$ cat config.mk
export PLATFORM = sky130hd
export DESIGN_NAME = etm_mult_pipe
export DESIGN_NICKNAME = d
export VERILOG_FILES = /design/src/rtl/etm_mult_pipe.sv
export SDC_FILE = /design/constraint.sdc
export NUM_CORES = 1
export LEC_CHECK = 0
export BUFFER_PORTS_ARGS = -buffer_cell sky130_fd_sc_hd__buf_2
export CAP_MARGIN = 20
export CORE_UTILIZATION = 40
export DETAILED_ROUTE_END_ITERATION = 10
export PLACE_DENSITY_LB_ADDON = 0.15
export SETUP_SLACK_MARGIN = 0.2
export SYNTH_ARGS = -nofsm -noshare
export SYNTH_HDL_FRONTEND = slang
export SYNTH_SLANG_ARGS = --single-unit
$ cat constraint.sdc
create_clock -name clk_i -period 11.9 [get_ports clk_i]
set_input_delay 0 -clock clk_i [delete_from_list [all_inputs] [get_ports clk_i]]
set_output_delay 0 -clock clk_i [all_outputs]
set_load 0.03 [all_outputs]
$ cat src/rtl/etm_mult_pipe.sv
// Two-stage pipelined Error Tolerant Multiplier with a runtime split K and a valid/ready stream.
// Define ETM_ERRSTAT_EN to add the exact reference multiplier and the saturating error/op counters.
module etm_mult_pipe #(
  parameter int N     = 16,
  parameter int TAG_W = 4,
  parameter int CNT_W = 32,
  localparam int KW   = $clog2(N+1)
) (
  input  logic             clk_i,
  input  logic             rst_ni,
  input  logic [N-1:0]     a_i,
  input  logic [N-1:0]     b_i,
  input  logic [KW-1:0]    split_i,
  input  logic [TAG_W-1:0] tag_i,
  input  logic             in_valid_i,
  output logic             in_ready_o,
  output logic [2*N-1:0]   p_o,
  output logic [TAG_W-1:0] tag_o,
  output logic             out_valid_o,
  input  logic             out_ready_i,
  input  logic             clear_i,
  output logic [CNT_W-1:0] err_cnt_o,
  output logic [CNT_W-1:0] op_cnt_o
);

  logic             en;
  logic [KW-1:0]    k_in;

  logic             s1_valid;
  logic [N-1:0]     s1_a;
  logic [N-1:0]     s1_b;
  logic [KW-1:0]    s1_k;
  logic [TAG_W-1:0] s1_tag;

  logic [N-1:0]     lo_mask;
  logic [N-1:0]     a_hi;
  logic [N-1:0]     b_hi;
  logic [N-1:0]     lo_or;
  logic [N-1:0]     sor;
  logic             sor_acc;
  logic             exact_mode;
  logic [N-1:0]     mul_a;
  logic [N-1:0]     mul_b;
  logic [KW:0]      k2;
  logic [2*N-1:0]   prod;
  logic [2*N-1:0]   t_field;
  logic [2*N-1:0]   p_next;

  // The whole pipe freezes while a result waits; bubbles are kept, not squeezed.
  assign en         = ~out_valid_o | out_ready_i;
  assign in_ready_o = en;
  assign k_in       = (split_i >= KW'(N)) ? KW'(N) : split_i;

  always_ff @(posedge clk_i or negedge rst_ni) begin
    if (!rst_ni) begin
      s1_valid <= 1'b0;
      s1_a     <= '0;
      s1_b     <= '0;
      s1_k     <= '0;
      s1_tag   <= '0;
    end else if (en) begin
      s1_valid <= in_valid_i;
      s1_a     <= a_i;
      s1_b     <= b_i;
      s1_k     <= k_in;
      s1_tag   <= tag_i;
    end
  end

  // Split operands with masks so K can change every beat without per-K hardware.
  always_comb begin
    lo_mask    = ~({N{1'b1}} << s1_k);
    a_hi       = s1_a >> s1_k;
    b_hi       = s1_b >> s1_k;
    lo_or      = (s1_a | s1_b) & lo_mask;
    exact_mode = (s1_k == '0) || (s1_k == KW'(N)) || ((a_hi == '0) && (b_hi == '0));
    mul_a      = exact_mode ? s1_a : a_hi;
    mul_b      = exact_mode ? s1_b : b_hi;
    k2         = {s1_k, 1'b0};
  end

  // sor[i] is set when any low-part OR bit at position >= i is set (priority-OR from the top).
  always_comb begin
    sor     = '0;
    sor_acc = 1'b0;
    for (int i = N-1; i >= 0; i--) begin
      sor_acc = sor_acc | lo_or[i];
      sor[i]  = sor_acc;
    end
  end

  // One multiplier serves both modes: full operands when exact, upper parts otherwise.
  always_comb begin
    prod    = {{N{1'b0}}, mul_a} * {{N{1'b0}}, mul_b};
    t_field = ({{N{1'b0}}, sor} << s1_k) | (sor[0] ? {{N{1'b0}}, lo_mask} : '0);
    p_next  = exact_mode ? prod : ((prod << k2) | t_field);
  end

  always_ff @(posedge clk_i or negedge rst_ni) begin
    if (!rst_ni) begin
      out_valid_o <= 1'b0;
      p_o         <= '0;
      tag_o       <= '0;
    end else if (en) begin
      out_valid_o <= s1_valid;
      p_o         <= p_next;
      tag_o       <= s1_tag;
    end
  end

`ifdef ETM_ERRSTAT_EN
  logic [2*N-1:0]   exact_p;
  logic             s2_err;
  logic             deliver;
  logic [CNT_W-1:0] err_cnt;
  logic [CNT_W-1:0] op_cnt;

  assign exact_p = {{N{1'b0}}, s1_a} * {{N{1'b0}}, s1_b};
  assign deliver = out_valid_o & out_ready_i;

  // The mismatch flag rides alongside p_o so it is counted exactly when the result leaves.
  always_ff @(posedge clk_i or negedge rst_ni) begin
    if (!rst_ni) begin
      s2_err <= 1'b0;
    end else if (en) begin
      s2_err <= (p_next != exact_p);
    end
  end

  always_ff @(posedge clk_i or negedge rst_ni) begin
    if (!rst_ni) begin
      op_cnt  <= '0;
      err_cnt <= '0;
    end else if (clear_i) begin
      op_cnt  <= '0;
      err_cnt <= '0;
    end else if (deliver) begin
      if (op_cnt != {CNT_W{1'b1}}) begin
        op_cnt <= op_cnt + 1'b1;
      end
      if (s2_err && (err_cnt != {CNT_W{1'b1}})) begin
        err_cnt <= err_cnt + 1'b1;
      end
    end
  end

  assign err_cnt_o = err_cnt;
  assign op_cnt_o  = op_cnt;
`else
  logic unused_clear;

  assign unused_clear = clear_i;
  assign err_cnt_o    = '0;
  assign op_cnt_o     = '0;
`endif

endmodule

==> results of run 1 <==
cell usage in the layout, fill, tap and decap left out, drive strengths merged, types with 17 or more instances in the layout:
| cell type | synthesis | routed |
|---|---|---|
| dlygate4sd3 | 0 | 44 |
| o31ai | 29 | 29 |
| a31oi | 19 | 19 |
| a211oi | 21 | 21 |
| inv | 242 | 244 |
| mux2i | 49 | 49 |
| nand2 | 379 | 379 |
| a21oi | 85 | 85 |
| and3 | 27 | 27 |
| mux4 | 20 | 20 |
| mux2 | 19 | 19 |
| nor3 | 26 | 26 |
| o21a | 17 | 17 |
| nor2 | 159 | 159 |
| o21ai | 93 | 93 |
| dfrtp | 79 | 79 |
| fa | 194 | 194 |
| conb | 1 | 64 |
| buf | 120 | 154 |
| nand3 | 32 | 32 |
| a21o | 19 | 19 |
| and2 | 33 | 33 |
| ha | 104 | 104 |
worst min path at each step:
stage                      start          end
final                     rst_ni      s1_a[4]
after global routing      rst_ni      s1_a[4]
after CTS                 rst_ni      s1_a[0]
after detailed placement  rst_ni      s1_a[0]
after global placement    rst_ni    s1_tag[0]
after floorplan           rst_ni  out_valid_o
registers in the layout, summed over array words and instances, names as in the netlist:
signal,flops
p_o,32
s1_a,16
s1_b,16
s1_k,5
s1_tag,4
tag_o,4
out_valid_o,1
s1_valid,1
area by class of cell:
| class | instances | area (µm²) |
|---|---|---|
| multi-input combinational | 1629 | 13100 |
| inverter | 243 | 912 |
| clock buffer | 9 | 225 |
| clock inverter | 7 | 56.3 |
| fill | 4242 | 22800 |
| tap | 532 | 666 |
| sequential | 79 | 1990 |
| timing repair buffer | 198 | 1400 |
synth_stat cells, types with 15 or more instances:
master,n
mux2i_1,44
a211oi_1,20
xnor2_1,15
buf_4,76
o21ai_0,85
and3_1,27
and2_1,32
a31oi_1,18
clkbuf_1,65
nand3_1,32
buf_2,22
mux4_2,20
a21oi_1,84
a21o_1,19
nand2_1,378
nor2_1,159
o21a_1,17
fa_1,194
nor3_1,25
dfrtp_1,79
ha_1,104
inv_1,241
o31ai_1,17
mux2_2,18
stage by stage:
step	cells	hold WS, ns	utilization [%]	setup WS [ns]
after floorplan	2136	-0.296	-	2.71
after global placement	2633	-0.0518	42.7	1.14
after detailed placement	2634	-0.0475	42.7	1.10
after CTS	2694	0.0995	44.5	1.03
after global routing	2697	0.134	44.5	0.437
final	2697	0.0957	44.5	0.918
kinds of logic after synthesis:
| logic type | count (synthesis) | share of synthesized area (%) |
|---|---|---|
| and+or+nand+nor | 729 | 19.2 |
| buffers and inverters | 428 | 11.8 |
| other | 1 | 0.0224 |
| DFF | 79 | 11.8 |
| AOI/OAI and AO/OA | 422 | 17.8 |
| xor gates and xnor gates | 28 | 1.46 |
| adders and majority gates | 298 | 30.9 |
| muxes | 88 | 7.00 |
routing by layer:
layer,vias up,GRT usage [%],part of all wire (%)
met5,-,0,0
met3,103,3.94,6.8
met4,0,10.3,3.2
met2,625,47.2,47
met1,7770,39.9,43
li1,7028,-,-
worst max-delay path, delay by kind of cell, from the launching register on:
family / cells / cell delay [ns]
compound gates: 10 / 3.54
fa+ha+maj: 7 / 2.70
simple gates: 6 / 1.35
mux: 3 / 1.08
flops: 1 / 0.83
buf+inv: 5 / 0.70
xor+xnor: 1 / 0.57
==> key figures, run 1 <==
Outcome
  • Status: finished, final reports clean

Final layout
  • # nets final: 2504
  • Area grow syn2layout: 9.22%
  • N_diodes: 0
  • Layout cells sized above 1: between 10% and 20%
  • Finished Cell Area: 18300 µm²

STA
  • Fin crit share: 92.3%
  • F_max: 91.1 MHz
  • RSZ-0062 raised after global routing: false
  • Actual slew at the worst max-slew pin: around 1.1 ns
  • Final worst path period need: between 10 and 15 ns
  • Slew Viols, Final: 0
  • Rel. slew slack: between 20% and 30%
  • Setup TNS: 0 ns
  • Setup violators final: 0
  • Layout Skew: between 0.008 and 0.009 ns
  • Hold Fails Final Rpt: 0

Synthesis
  • Synthesized instance count: 2073
  • Ys async rst share: 100%
  • Distinct cells, synth: between 90 and 100
  • Synthesized area: about 17000 µm²
  • #FFs+latches synth: 79
  • EDFF count, synth: 0
  • Synth warn: 0
  • Main flop type after synthesis: dfrtp_1
  • Synth top area cells: fa_1 (23%), dfrtp_1 (12%), nand2_1 (8.5%)
  • Share of the synthesized area in the top cell type: 23.2%
  • Synth area leader: fa_1
  • Share of the yosys chip area belonging to registers: 11.8%
  • Post-Syn Area per Cell: roughly 8 µm²

Global routing
  • Total Routing Usage GR: 29.2%
  • Remaining global-route overflow: 0
  • Initial antenna violation count: 3
  • Pin count of the biggest net entering global routing: 88
  • Wire length of the first global-routing pass: 93.1 mm
  • Vias in the first global route: 15300

Clock tree
  • Post-CTS sizing: 0
  • CTS Sinks: 79
  • Root buffer cell: clkbuf_16
  • CTS Buf Count: 9
  • Worst-skew pair later-pin latency: 0.37 ns
  • Setup bufs post-CTS: 0
  • CTS clock-pin slew for the worst setup and hold paths: 0.07 ns
  • Clock buffer depth: 2
  • CTS tree: built
  • CTS H-tree depth: 3
  • Hold Buf Count CTS: between 40 and 50

Routing
  • Drt first pass iters: 8
  • Routed len/inst: 22.6 µm
  • First DRT Iteration DRCs: roughly 1300
  • Via count: 15500
  • DR DRC count: 0
  • DR vias/cell: 5.76
  • Post-detailed-routing wire length: 61.0 mm
  • ANT nets after route: 0

Critical path
  • Critical path class: flop to flop
  • Critical Path RT: 12.09 ns
  • CP startpoint: s1_k[1]
  • Worst R2R Path Depth: 32
  • Most used cell, CP: fa_1
  • Crit path to: p_o[21]
  • Crit Reg-Reg Startpoint: s1_k[1]
  • Worst r2r dst: p_o[21]
  • Worst path max stage delay: 0.85 ns
  • Crit. End Element: flop
  • Startpoint types: flop
  • CP max-delay cell: o311ai_0
  • Reg-to-reg slack, setup: 0.92 ns
  • Worst Path Max Fanout: 54
  • Crit path DAT: around 11 ns

Place
  • Detailed Place HPWL: 48.3 mm
  • GP Congestion: 0.968
  • IO buf count: 82
  • Placed instance area: 17600 µm²

Floorplan
  • Initial core utilization: 40.8%
  • Die H: around 210 µm
  • Site Rows: 74
  • # IOs: ~150
  • Core Region: 41100 µm²
  • Die W: ~210 µm
  • Total die area: 42700 µm²

Worst hold path
  • Hold Path Class: input pin to asynchronous set/reset pin

Job
  • Max_cap viols: 0
Power of run 1 is not shown: default switching activity piles up to over one toggle a cycle in this logic, so the estimate is an artifact.
==> run 2, diff against run 1 <==
Settings changed: ABC_AREA set to 1.
==> run 2 against run 1 <==
Effect of this change:
- via count up 2.4%
- fmax is 7.3% higher
- worst setup slack improved by 0.75 ns
- die area decreased by 2.0%
- non-clock buffer count is 31 lower
- sequential cell count is the same
- largest cell class unchanged
- utilization decreased by 0.29 points
- critical endpoint is now p_o[29]
==> key figures, run 2 <==
Global routing
  • Total Routing Usage GR: 28.9% (was 29.2%)
  • Initial antenna violation count: 0 (was 3)
  • Vias in the first global route: 15800 (was 15300)
  • Wire length of the first global-routing pass: 92.2 mm (was 93.1 mm)
  • Remaining global-route overflow: 0 (unchanged)
  • Pin count of the biggest net entering global routing: 85 (was 88)

Synthesis
  • Share of the yosys chip area belonging to registers: 12.0% (was 11.8%)
  • #FFs+latches synth: 79 (unchanged)
  • Distinct cells, synth: 50 (was 93)
  • EDFF count, synth: 0 (unchanged)
  • Main flop type after synthesis: dfrtp_1 (unchanged)
  • Synth warn: 0 (unchanged)
  • Post-Syn Area per Cell: 6.84 µm² (was 8.08 µm²)
  • Synth top area cells: fa_1 (24%), nand2_1 (16%), dfrtp_1 (12%) (was fa_1 (23%), dfrtp_1 (12%), nand2_1 (8.5%))
  • Share of the synthesized area in the top cell type: 23.6% (was 23.2%)
  • Synthesized area: 16400 µm² (was 16800 µm²)
  • Count leader, synth: nand2_1 (unchanged)
  • Synthesized instance count: 2403 (was 2073)
  • Ys async rst share: 100% (unchanged)
  • Synth area leader: fa_1 (unchanged)
  • Top cells by count, synth: nand2_1 (716), inv_1 (357), fa_1 (194) (was nand2_1 (378), inv_1 (241), fa_1 (194))

Floorplan
  • Core Region: 40100 µm² (was 41100 µm²)
  • Die H: 205 µm (was 207 µm)
  • Die W: 205 µm (was 207 µm)
  • # IOs: 148 (unchanged)
  • Initial core utilization: 41.0% (was 40.8%)
  • Total die area: 41900 µm² (was 42700 µm²)
  • Site Rows: 73 (was 74)

Power and ir drop
  • Max IR drop VDD: 184 µV
  • Leak: 9.25 nW
  • Pwr/cell area: 266 nW/µm²

Critical path
  • Critical Path RT: 12.19 ns (was 12.09 ns)
  • Crit. End Element: flop (unchanged)
  • Worst Path Max Fanout: 64 (was 54)
  • Worst path max stage delay: 0.86 ns (was 0.85 ns)
  • CP max-delay cell: o21ai_1 (was o311ai_0)
  • CP delay by family, top: adder cells (was compound AO/OA/AOI/OAI gates)
  • Worst Path Buf+Inv: 8 (was 5)
  • Most used cell, CP: nand2_1 (was fa_1)
  • Critical path class: flop to flop (unchanged)
  • Crit path DAT: 10.53 ns (was 11.17 ns)
  • Startpoint types: flop (unchanged)

Outcome
  • Status: finished, final reports clean (unchanged)

Final layout
  • Fin util: 44.2% (was 44.5%)
  • Biggest regs: p_o (32), s1_a (16), s1_b (16) (unchanged)
  • N_diodes: 0 (unchanged)
  • Commonest non-fill, non-tap cells in the layout: nand2_1 (716), inv_1 (356), fa_1 (194), nand3_1 (190), nor2_1 (175) (was nand2_1 (378), inv_1 (240), fa_1 (194), nor2_1 (159), ha_1 (104))
  • Area grow syn2layout: 7.97% (was 9.22%)
  • Most common cell after layout, fill and taps aside: nand2_1 (unchanged)
  • Max reg flops: 32 (unchanged)
  • Layout Cells excl Fill: 3002 (was 2697)
  • Number of fill cells: 4291 (was 4242)
  • Finished Cell Area: 17700 µm² (was 18300 µm²)
  • Register area: 1980 µm² (was 1990 µm²)
  • # nets final: 2816 (was 2504)
  • Reg with most FFs: p_o (unchanged)
  • Layout cells sized above 1: 9.37% (was 12.5%)
  • Multi-input logic area: 12200 µm² (was 13100 µm²)

Routing
  • Post-detailed-routing wire length: 59.0 mm (was 61.0 mm)
  • Drt first pass iters: 8 (unchanged)
  • DR DRC count: 0 (unchanged)
  • Via count: 15900 (was 15500)
  • First DRT Iteration DRCs: 1529 (was 1312)
  • ANT nets after route: 0 (unchanged)
  • Routed len/inst: 19.7 µm (was 22.6 µm)
  • DR vias/cell: 5.30 (was 5.76)

STA
  • Rel. slew slack: 30.8% (was 23.2%)
  • Hold Fails Final Rpt: 0 (unchanged)
  • Actual slew at the worst max-slew pin: 1.03 ns (was 1.14 ns)
  • Setup TNS: 0 ns (unchanged)
  • Final Hold Slack: 0.0957 ns (about the same)
  • Setup violators final: 0 (unchanged)
  • F_max: 97.7 MHz (was 91.1 MHz)
  • RSZ-0062 raised after global routing: false (unchanged)
  • Fin crit share: 86.0% (was 92.3%)
  • Slew Viols, Final: 0 (unchanged)
  • Final worst path period need: 10.23 ns (was 10.98 ns)
  • Layout Skew: 0.0215 ns (was 0.00859 ns)

Place
  • Placed instance area: 17000 µm² (was 17600 µm²)
  • Detailed Place HPWL: 46.1 mm (was 48.3 mm)
  • GP Congestion: 0.959 (was 0.968)
  • DP Cell Count: 2939 (was 2634)
  • IO buf count: 82 (unchanged)

Clock tree
  • CTS clock-pin slew for the worst setup and hold paths: 0.08 ns (was 0.07 ns)
  • Worst-skew pair later-pin latency: 0.37 ns (about the same)
  • CTS tree: built (unchanged)
  • CTS H-tree depth: 3 (unchanged)
  • CTS Sinks: 79 (unchanged)
  • Clock buffer depth: 2 (unchanged)
  • CTS Buf Count: 9 (unchanged)
  • Root buffer cell: clkbuf_16 (unchanged)

Worst hold path
  • Hold Path Class: input pin to asynchronous set/reset pin (unchanged)

Job
  • Max_cap viols: 0 (unchanged)
-- run 2: cell count changes in the layout (fill, tap and decap cells not counted), sizes merged, moves of 22 or more --
cell   delta
and2     -33
nand2   +350
nand3   +163
nor3     -22
and3     -27
o21ai    +82
buf      -34
mux2i    -43
nor2     +27
inv     +135
o31ai    -28
-- run 2: area by class of cell --
| type | count | share of cell area (%) |
|---|---|---|
| multi-input combinational | 1839 | 68.8 |
| sequential | 79 | 11.2 |
| inverter | 376 | 8.01 |
| timing repair buffer | 167 | 6.59 |
| tap | 525 | 3.70 |
| clock buffer | 9 | 1.27 |
| clock inverter | 7 | 0.451 |
-- run 2: kinds of logic (layout without fill, tap and decap cells) --
group	Yosys count	in the layout	share of synthesized area (%)
other	1	64	0.0228
AO/OA/AOI/OAI	291	291	9.89
flip-flops	79	79	12.0
AND/OR/NAND/NOR	1158	1158	29.8
multiplexers	6	6	0.366
adder cells (fa/ha/maj)	298	298	31.6
buffers and inverters	548	559	15.2
XOR/XNOR	22	22	1.17
-- run 2: what timing repair did --
action                    in CTS  in global routing
hold endpoints to repair      70                  0
setup buffers                  0                  0
hold buffers                  47                  0
gates resized for setup        0                  0
-- run 2: path summary, 6_finish.rpt --
check                      slack (ns)           to        start  cells after the start
setup / recovery                 1.67      p_o[29]      s1_k[0]                     44
hold / removal                    0.1     s1_a[12]       rst_ni                      2
setup reg to reg                 1.67      p_o[29]      s1_k[0]                     44
hold reg to reg                  0.47  out_valid_o     s1_valid                      2
max in group asynchronous       10.78      s1_k[0]       rst_ni                      3
min in group clk_i               0.32    s1_tag[3]  out_ready_i                      5
-- run 2: per-layer routing --
metal	vias to the layer above	wire [µm]	global-route usage, %
met5	-	0	0
li1	7460	-	-
met1	7652	26300	40.7
met4	0	1620	8.10
met3	106	4630	4.82
met2	682	26500	45.5
-- run 2: where the power goes --
| part | switching (W) | internal [W] | total, W |
|---|---|---|---|
| Combinational | 0.00272 | 0.00128 | 0.00399 |
| Clock | 0.000134 | 0.000166 | 0.000300 |
| Sequential | 0.0000777 | 0.000344 | 0.000421 |
-- run 2: through the flow --
stage | total power [W] | worst slack (ns)
after global routing | 0.00523 | 1.13
after floorplan | 0.00317 | 4.41
after CTS | 0.00469 | 1.83
after detailed placement | 0.00433 | 1.90
after global placement | 0.00432 | 1.97
final | 0.00472 | 1.67
(Power assumes the default switching activity.)
==> run 3, diff against run 2 <==
Settings changed: CELL_PAD_IN_SITES_DETAIL_PLACEMENT set to 0, CELL_PAD_IN_SITES_GLOBAL_PLACEMENT set to 1.
==> run 3 against run 2 <==
Effect of this change:
- critical path depth is 5 lower
- sequential cell count stayed put
- sequential power is 4% lower
- wire length is 0.11% higher
- non-clock buffer count is 2 lower
==> key figures, run 3 (synthesis results as in run 2) <==
Outcome
  • Status: finished, final reports clean (unchanged)

Power and ir drop
  • Max IR drop VDD: 183 µV (was 184 µV)
  • Pwr/cell area: 271 nW/µm² (was 266 nW/µm²)
  • Leak: 9.24 nW (was 9.25 nW)

Critical path
  • Startpoint types: flop (unchanged)
  • CP max-delay cell: dfrtp_2 (was o21ai_1)
  • Crit path DAT: 10.36 ns (was 10.53 ns)
  • Worst Path Max Fanout: 44 (was 64)
  • Worst path max stage delay: 0.76 ns (was 0.86 ns)
  • Crit. End Element: flop (unchanged)
  • Worst Path Buf+Inv: 9 (was 8)
  • Critical Path RT: 12.14 ns (was 12.19 ns)
  • Critical path class: flop to flop (unchanged)
  • CP delay by family, top: adder cells (unchanged)

Global routing
  • Initial antenna violation count: 0 (unchanged)
  • Pin count of the biggest net entering global routing: 85 (unchanged)
  • Wire length of the first global-routing pass: 92.6 mm (was 92.2 mm)
  • Remaining global-route overflow: 0 (unchanged)
  • Vias in the first global route: 16000 (was 15800)
  • Total Routing Usage GR: 29.2% (was 28.9%)

Floorplan
  • Die H: 205 µm (unchanged)
  • Total die area: 41900 µm² (unchanged)
  • Die W: 205 µm (unchanged)
  • # IOs: 148 (unchanged)
  • Initial core utilization: 41.0% (unchanged)
  • Site Rows: 73 (unchanged)
  • Core Region: 40100 µm² (unchanged)

STA
  • Actual slew at the worst max-slew pin: 1.09 ns (was 1.03 ns)
  • F_max: 98.8 MHz (was 97.7 MHz)
  • RSZ-0062 raised after global routing: false (unchanged)
  • Fin crit share: 85.0% (was 86.0%)
  • Layout Skew: 0.0130 ns (was 0.0215 ns)
  • Slew Viols, Final: 0 (unchanged)
  • Setup TNS: 0 ns (unchanged)
  • Hold Fails Final Rpt: 0 (unchanged)
  • Final worst path period need: 10.12 ns (was 10.23 ns)
  • Setup violators final: 0 (unchanged)
  • Rel. slew slack: 26.5% (was 30.8%)

Final layout
  • Register area: 1980 µm² (unchanged)
  • Max reg flops: 32 (unchanged)
  • Area grow syn2layout: 7.97% (unchanged)
  • Most common cell after layout, fill and taps aside: nand2_1 (unchanged)
  • Commonest non-fill, non-tap cells in the layout: nand2_1 (716), inv_1 (356), fa_1 (194), nand3_1 (190), nor2_1 (175) (unchanged)
  • Layout cells sized above 1: 9.25% (was 9.37%)
  • Reg with most FFs: p_o (unchanged)
  • Fin util: 44.2% (unchanged)
  • Biggest regs: p_o (32), s1_a (16), s1_b (16) (unchanged)
  • Multi-input logic area: 12200 µm² (about the same)
  • # nets final: 2814 (was 2816)
  • Number of fill cells: 4292 (was 4291)
  • N_diodes: 0 (unchanged)

Place
  • GP Congestion: 0.942 (was 0.959)
  • IO buf count: 82 (unchanged)
  • Detailed Place HPWL: 46.5 mm (was 46.1 mm)

Routing
  • First DRT Iteration DRCs: 1406 (was 1529)
  • Via count: 15800 (was 15900)
  • DR vias/cell: 5.28 (was 5.30)
  • Drt first pass iters: 5 (was 8)
  • DR DRC count: 0 (unchanged)
  • ANT nets after route: 0 (unchanged)
  • Post-detailed-routing wire length: 59.1 mm (was 59.0 mm)
  • Routed len/inst: 19.7 µm (about the same)

Clock tree
  • CTS Buf Count: 9 (unchanged)
  • Clock buffer depth: 2 (unchanged)
  • CTS Sinks: 79 (unchanged)
  • CTS H-tree depth: 3 (unchanged)
  • Post-CTS sizing: 0 (unchanged)
  • Setup bufs post-CTS: 0 (unchanged)
  • CTS clock-pin slew for the worst setup and hold paths: 0.06 ns (was 0.08 ns)
  • Hold Buf Count CTS: 47 (unchanged)
  • Root buffer cell: clkbuf_16 (unchanged)
  • Worst-skew pair later-pin latency: 0.36 ns (was 0.37 ns)
  • CTS tree: built (unchanged)

Worst hold path
  • Hold Path Class: input pin to asynchronous set/reset pin (unchanged)

Job
  • Max_cap viols: 0 (unchanged)
## run 3: cell count changes in the layout (fill, tap and decap cells not counted), sizes merged
cell      change
buf           -2
bufinv        +1
clkbuf        +2
clkinv        -1
clkinvlp      +1
inv           -3
## run 3: final timing paths
check | endpoint | start | slack, ns | cells past startpoint
worst max-delay path | p_o[17] | s1_k[2] | 1.78 | 39
max in group asynchronous | s1_k[0] | rst_ni | 10.77 | 3
worst min-delay path | tag_o[3] | rst_ni | 0.11 | 2
worst min register to register | out_valid_o | s1_valid | 0.46 | 2
worst max register to register | p_o[17] | s1_k[2] | 1.78 | 39
min in group clk_i | s1_tag[3] | out_ready_i | 0.34 | 5
## run 3: power by group
part	internal [W]	total, W	switching (W)	leakage [nW]
clock network	0.000184	0.000307	0.000123	0.146
logic	0.00129	0.00410	0.00281	8.16
registers	0.000344	0.000405	0.0000611	0.934
total	0.00182	0.00481	0.00299	9.24
## run 3: through the flow
step	setup WS, ns	area [µm²]	power (W)	hold slack [ns]	std cells
finish	1.78	17700	0.00481	0.109	3000
CTS	1.90	17700	0.00480	0.100	3000
floorplan	4.41	16700	0.00317	-0.296	2466
detailed placement	1.95	17000	0.00443	-0.0427	2937
global route	1.27	17700	0.00531	0.138	3000
global placement	2.08	17000	0.00443	-0.0509	2937
## run 3: final cells by class
cell class / instances / area share (%)
clock inverter: 5 / 0.473
multi-input combinational: 1839 / 68.8
timing repair buffer: 165 / 6.50
inverter: 376 / 8.01
tap: 525 / 3.70
clock buffer: 11 / 1.31
sequential: 79 / 11.2
## run 3: metal layers
layer,GRT usage (%),up-vias,routed length [µm]
met2,47.7,586,27300
met1,39.7,7690,26300
met3,3.07,108,3430
met4,10.8,0,2040
li1,-,7450,-
met5,0,-,0
